### src/rtl/truth_table_sweeper.sv
// Sweeps a 3-input gate through vectors 000..111, samples its output after a
// settle interval per vector and reports the observed truth-table code.
module truth_table_sweeper #(
    parameter int SETTLE_CYCLES = 2
) (
    input  logic       clk,
    input  logic       reset,
    input  logic       start,
    input  logic [7:0] expected,
    input  logic       abort,
    output logic       in1,
    output logic       in2,
    output logic       in3,
    input  logic       out_sample,
    output logic       busy,
    output logic       done,
    output logic [7:0] table_code,
    output logic       match,
    output logic [7:0] mismatch_mask
);

    // state  | meaning
    // IDLE   | waiting for start; vector 000 driven
    // SETTLE | driving vector v, counter runs down to 0, then sample
    // DONE   | one cycle, done pulse, results committed
    typedef enum logic [1:0] {
        IDLE   = 2'd0,
        SETTLE = 2'd1,
        DONE   = 2'd2
    } state_t;

    localparam logic [7:0] RELOAD = 8'(SETTLE_CYCLES - 1);

    state_t     state, state_n;
    logic [2:0] v, v_n;
    logic [7:0] cnt, cnt_n;
    logic [7:0] exp_q, exp_n;
    logic [7:0] work, work_n;
    logic [7:0] table_n, mask_n;
    logic       match_n;

    always_ff @(posedge clk or posedge reset) begin
        if (reset) begin
            state         <= IDLE;
            v             <= 3'd0;
            cnt           <= 8'd0;
            exp_q         <= 8'd0;
            work          <= 8'd0;
            table_code    <= 8'd0;
            match         <= 1'b0;
            mismatch_mask <= 8'd0;
            busy          <= 1'b0;
            done          <= 1'b0;
        end else begin
            state         <= state_n;
            v             <= v_n;
            cnt           <= cnt_n;
            exp_q         <= exp_n;
            work          <= work_n;
            table_code    <= table_n;
            match         <= match_n;
            mismatch_mask <= mask_n;
            busy          <= (state_n == SETTLE);
            done          <= (state_n == DONE);
        end
    end

    always_comb begin
        state_n = state;
        v_n     = v;
        cnt_n   = cnt;
        exp_n   = exp_q;
        work_n  = work;
        table_n = table_code;
        match_n = match;
        mask_n  = mismatch_mask;
        case (state)
            IDLE: begin
                if (start) begin
                    state_n = SETTLE;
                    v_n     = 3'd0;
                    cnt_n   = RELOAD;
                    exp_n   = expected;
                    work_n  = 8'd0;
                end
            end
            SETTLE: begin
                if (abort) begin
                    state_n = IDLE;
                    v_n     = 3'd0;
                    cnt_n   = 8'd0;
                    work_n  = 8'd0;
                end else if (cnt != 8'd0) begin
                    cnt_n = cnt - 8'd1;
                end else begin
                    // vector v lands in bit 7-v so the code reads MSB-first
                    work_n[3'd7 - v] = out_sample;
                    if (v == 3'd7) begin
                        state_n = DONE;
                        v_n     = 3'd0;
                        table_n = work_n;
                        match_n = (work_n == exp_q);
                        mask_n  = work_n ^ exp_q;
                    end else begin
                        v_n   = v + 3'd1;
                        cnt_n = RELOAD;
                    end
                end
            end
            DONE:    state_n = IDLE;
            default: state_n = IDLE;
        endcase
    end

    // v is forced back to 000 whenever SETTLE is left, so it drives the gate directly
    assign {in1, in2, in3} = v;

endmodule

### config.mk
export PLATFORM = sky130hd
export DESIGN_NAME = truth_table_sweeper
export DESIGN_NICKNAME = d
export VERILOG_FILES = /design/src/rtl/truth_table_sweeper.sv
export SDC_FILE = /design/constraint.sdc
export NUM_CORES = 1
export LEC_CHECK = 0
export CAP_MARGIN = 20
export CELL_PAD_IN_SITES_DETAIL_PLACEMENT = 1
export CELL_PAD_IN_SITES_GLOBAL_PLACEMENT = 1
export CORE_ASPECT_RATIO = 1.4
export CORE_MARGIN = 4
export CORE_UTILIZATION = 41
export CTS_CLUSTER_DIAMETER = 30
export DETAILED_ROUTE_END_ITERATION = 10
export GPL_TIMING_DRIVEN = 0
export PLACE_DENSITY_LB_ADDON = 0.12
export SLEW_MARGIN = 0
export SYNTH_ARGS = -nofsm -noshare
export SYNTH_HDL_FRONTEND = slang
export SYNTH_SLANG_ARGS = --single-unit
### constraint.sdc
create_clock -name clk -period 2.25 [get_ports clk]
set_input_delay 0.225 -clock clk [delete_from_list [all_inputs] [get_ports clk]]
set_output_delay 0.225 -clock clk [all_outputs]
set_load 0.05 [all_outputs]
## After elaboration in Yosys (flattened, before gate mapping)

Index checks and enable logic that the tools add are counted.
W data, S select, Z words.

- Bitwise logic cells: 3
- Add/subtract/negate cells: 3
- Multiplexer cells: 22
- Equality and inequality tests: 8
- Magnitude comparators: 2
- Reductions and logical operators: 8

Operators by type and width:

| cell | number |
|---|---|
| $mux W8 | 7 |
| $pmux W8 S2 | 2 |
| $mux W3 | 4 |
| $bwmux W8 | 1 |
| $eq A8 B8 Y1 | 1 |
| $mux W2 | 4 |
| $reduce_bool A8 Y1 | 1 |
| $sub A8 B1 Y8 const B | 1 |
| $xor A8 B8 Y8 | 1 |
| $pmux W3 S2 | 1 |
| $reduce_and A3 Y1 | 2 |
| $eq A2 B1 Y1 const B | 2 |
| $lt A3 B4 Y1 const B | 1 |
| $ne A4 B4 Y1 const B | 1 |
| $pmux W2 S2 | 1 |
| $reduce_and A4 Y1 | 1 |
| $add A3 B1 Y3 const B | 1 |
| $demux W1 S3 | 1 |
| $eq A3 B3 Y1 const B | 1 |
| $ge A3 B1 Y1 const B | 1 |
| $ne A3 B3 Y1 const B | 1 |
| $sub A3 B3 Y3 const A | 1 |
| $eq A2 B2 Y1 const B | 1 |
| $logic_not A2 Y1 | 1 |
| other kinds (6) | 7 |

- Flip-flop bits (word level): 48
- Logic and storage cells: 56
- Input port bits: 13
- Output and inout port bits: 22

## Longest topological paths before layout

- Depth after elaboration: 9
- Mapped depth: 8

## Worst setup path before layout

OpenSTA, ideal clock, no wires.

- Kind: register to register
- Start point: register v[2]
- End point: register match
- Slack: 0.167 ns
- Path buffers: 1
- Setup time: 0.095 ns
- Arrival time: 1.987 ns
- Clock period less this slack: 2.083 ns
- Stages on the path, launching flop included: 7
- Required time: 2.155 ns
- Cells stage by stage: dfrtp_1 buf_2 nor3b_1 mux2i_1 xor2_1 nand4_1 o31ai_1

- Cells in the longest elaborated chain, start to end: 7
- Elaborated cells on any way between the ends: 10
- Those cells by class: 1 x add/sub; 2 x order compare; 2 x eq/ne; 3 x mux; 2 x reduce/logical

Ends and longest elaborated chain:

| what | RTL line | RTL |
|---|---|---|
| start, declared | 35 | `logic [2:0] v, v_n;` |
| start signal, assigned | 56 | `v <= v_n;` |
| $sub A3 B3 Y3 | 97 | `work_n[3'd7 - v] = out_sample;` |
| $lt A3 B4 Y1 (not written as such) / $ge A3 B1 Y1 (equally long branches) | 97 |  |
| $logic_and A1 B1 Y1 (not written as such) | 97 |  |
| $mux W1 (not written as such) | 97 |  |
| $demux W1 S3 | 97 |  |
| $bwmux W8 | 97 |  |
| $eq A8 B8 Y1 | 102 | `match_n = (work_n == exp_q);` |
| end signal, assigned | 61 | `match <= match_n;` |
| end, declared | 18 | `output logic match,` |

Parallel ways exist; a longest one is shown, timed or not.
A chain may end at the register's enable or synchronous reset.

## Worst setup path in the final report

- Start point: register cnt[0]
- End point: register mismatch_mask[4]

- Cells in the longest elaborated chain, start to end: 3

Ends and longest elaborated chain:

| what | RTL line | RTL |
|---|---|---|
| start, declared | 36 | `logic [7:0] cnt, cnt_n;` |
| start signal, assigned | 57 | `cnt <= cnt_n;` |
| $reduce_bool A8 Y1 | 93 | `end else if (cnt != 8'd0) begin` |
| $not A1 Y1 (no source line) | -- |  |
| $reduce_and A4 Y1 (no source line) | -- |  |
| end signal, assigned | 62 | `mismatch_mask <= mask_n;` |
| end, declared | 19 | `output logic [7:0] mismatch_mask` |

Every way passes these cells.

==> flow_summary.yaml <==
run_status:
  outcome: "finished, final reports clean"
clocking:
  clk_path_buf_depth: 2
  clock_latency_ps: 290
  htree_levels: 2
  clkSlewWorstSetupHoldPaths_ps: 80
  cts_buffers: 5
  root_buffer: "clkbuf_8"
  cts_sinks: 48
  postCtsHoldBufs: 0
  tritoncts: "done"
sta:
  finalHoldViolCount: 0
  fmax_mhz: 479
  grt_setup_unrepaired: "no"
  fin_skew_ps: 7.07
  layout_setup_ws_ps: 163
  finalHoldWorstSlack_ps: 228
  finalSetupViolations: 0
  finalCriticalPeriod_ps: 2090
  fin_crit_sh: 0.928
  slew_headroom: 0.426
  drv_slew: 0
  tns_ps: 0
  worst_pin_slew_ps: 858
worst_setup_path:
  path_class: "reg2reg"
  worstPathMaxFanout: 10
  cp_num_cells: 8
  r2r_cells: 8
  end_kind: "flop"
  cp-start-kind: "flop"
  slowest_stage: "or4b_4"
  required_ps: 2430
  timing.critical_path.buf_inv: 2
  cpPeakStageDelay_ps: 480
  critical_path.top_delay_family: "simple AND/OR/NAND/NOR gates"
  cp.arrival_ps: 2260
  path_cells: "inv_1, ha_1, or4b_4, nor3_2, nand3_2, buf_2, nand2_1, o21ai_1"
cells_and_area:
  final_nets: 277
  drive_gt1_frac: 0.142
  final_area_um2: 2800
  n_antenna_cell: 0
  fillers: 626
  final-seq-area_um2: 1200
  syn_to_final_growth_pct: 23.0
  multi_input_area_um2: 990
die:
  die_h_um: 96.1
  io_pins: 35
  die_w_um: 70.9
  start_util: 0.431
  core_um2: 5280
  die-area_um2: 6820
  row_count: 31
yosys:
  syn_nets: 235
  synth_cells: 218
  syn_avg_cell_area_um2: 10.4
  synth_area_um2: 2270
  ys_seq_elements: 48
  seq_area_frac_synth: 0.528
  synthDistinctLibCells: 37
  synth-warning-count: 0
placement:
  place.gp.congestion: 0.738
  place_area_um2: 2720
  dp_hpwl_um: 3840
  place_ws_ps: 10.8
  port-buffer-count: 34
power:
  ir_drop_v: 0.000369
  power_leakage_nw: 1.22
  power.density_nw_per_um2: 733
grt:
  overflow: 0
  grt_pass1_vias: 1779
  track_usage: 0.159
  grt_max_degree: 33
  grt_pass1_wl_um: 8550
  antenna_found_initial: 0
routing:
  ant_nets: 0
  drcViolationCount: 0
  wl_per_cell_um: 15.3
  drtPass1Iterations: 4
  vias_per_cell: 5.27
  drt-initial-drc-count: 66
  num_vias: 1719
  wl_um: 4970
hold_path:
  min_path_type: "in2async"
job:
  drv_cap: 0
routing by layer:
metal / GRT usage / wire length (um) / share of wire / up-vias
met4: 0.0423 / 46 / 0.0092 / 0
met1: 0.183 / 2040 / 0.41 / 844
met5: 0 / 0 / 0 / -
met3: 0.0261 / 174 / 0.035 / 4
met2: 0.301 / 2710 / 0.55 / 32
li1: - / - / - / 839
what timing repair did:
action,in CTS,in global routing
gates resized for setup,0,1
endpoints found under the setup margin,0,4
setup buffers,0,0
power by group:
part | leakage [nW] | total, W | internal (W) | switching [W]
logic | 0.538 | 0.000553 | 0.000236 | 0.000317
clock network | 0.0410 | 0.000479 | 0.000212 | 0.000267
registers | 0.643 | 0.00102 | 0.000945 | 0.0000720
path summary, 6_finish.rpt:
kind	start	to	slack, ps
max	cnt[0]	mismatch_mask[4]	160
min	reset	exp_q[6]	230
max reg2reg	cnt[0]	mismatch_mask[4]	160
min reg2reg	match	match	490
max in group asynchronous	reset	cnt[0]	1520
min in group clk	match	match	490
stage by stage:
step	power [W]	util	std cells
final	0.00205	0.530	326
after global routing	0.00219	0.530	326
after CTS	0.00207	0.530	326
after detailed placement	0.00159	0.515	319
after global placement	0.00157	0.511	318
after floorplan	0.00143	-	218
sequential cells by signal (all words and copies together) (netlist names):
register       cells
match              1
exp_q              8
mismatch_mask      8
state              2
v                  3
cnt                8
done               1
busy               1
work               8
table_code         8
synth_stat cells (all sizes together):
library cell	instances	area share
a21o	1	0.0066
a21oi	7	0.015
a32oi	1	0.0039
and2	2	0.0055
buf	9	0.021
clkbuf	2	0.0033
dfrtp	48	0.53
ha	4	0.022
inv	8	0.013
mux2	10	0.050
mux2i	8	0.035
nand2	28	0.046
nand2b	2	0.0055
nand3	6	0.015
nand3b	3	0.0099
nand4	2	0.0055
nor2	7	0.012
nor2b	2	0.0055
nor3	4	0.011
nor3b	5	0.021
nor4	1	0.0028
o21ai	31	0.070
o21bai	2	0.0066
o22ai	5	0.014
o31ai	4	0.013
or2	2	0.0055
or3	3	0.0083
or3b	1	0.0039
or4b	1	0.0061
xnor2	1	0.0039
xor2	8	0.031
final cells by class:
type | instances | share of cell area
clock buffers | 6 | 0.0260
repair buffers | 35 | 0.129
multi-input cells | 151 | 0.354
clock inverters | 1 | 0.00179
well taps | 66 | 0.0295
plain buffers | 11 | 0.0197
flip-flops and latches | 48 | 0.430
inverters | 8 | 0.0107
cell usage in the layout, fill, tap and decap left out, types with 3 or more instances in the layout:
cell type / Yosys / layout
mux2i_1: 8 / 8
clkbuf_1: 2 / 3
o21ai_1: 21 / 21
nand3b_1: 3 / 3
mux2_2: 10 / 10
clkdlybuf4s50_1: 0 / 34
nor3_1: 3 / 3
inv_1: 8 / 7
o31ai_1: 4 / 4
buf_2: 8 / 8
nor3b_1: 3 / 3
o22ai_1: 5 / 5
dfrtp_1: 48 / 48
nand2_1: 28 / 28
or3_1: 3 / 3
nand3_1: 5 / 5
clkbuf_8: 0 / 5
a21oi_1: 7 / 7
o21ai_0: 9 / 9
nor2_1: 7 / 6
ha_1: 4 / 4
xor2_1: 8 / 8
kinds of logic (layout without fill, tap and decap cells):
family / Yosys count / after routing / share of synthesized area
DFF: 48 / 48 / 0.528
muxes: 18 / 18 / 0.0848
AOI/OAI and AO/OA: 51 / 51 / 0.129
adders and majority gates: 4 / 4 / 0.0220
xor gates and xnor gates: 9 / 9 / 0.0347
and+or+nand+nor: 69 / 69 / 0.163
buffers and inverters: 19 / 61 / 0.0374
Note: power is estimated with default switching activity, not from simulation.
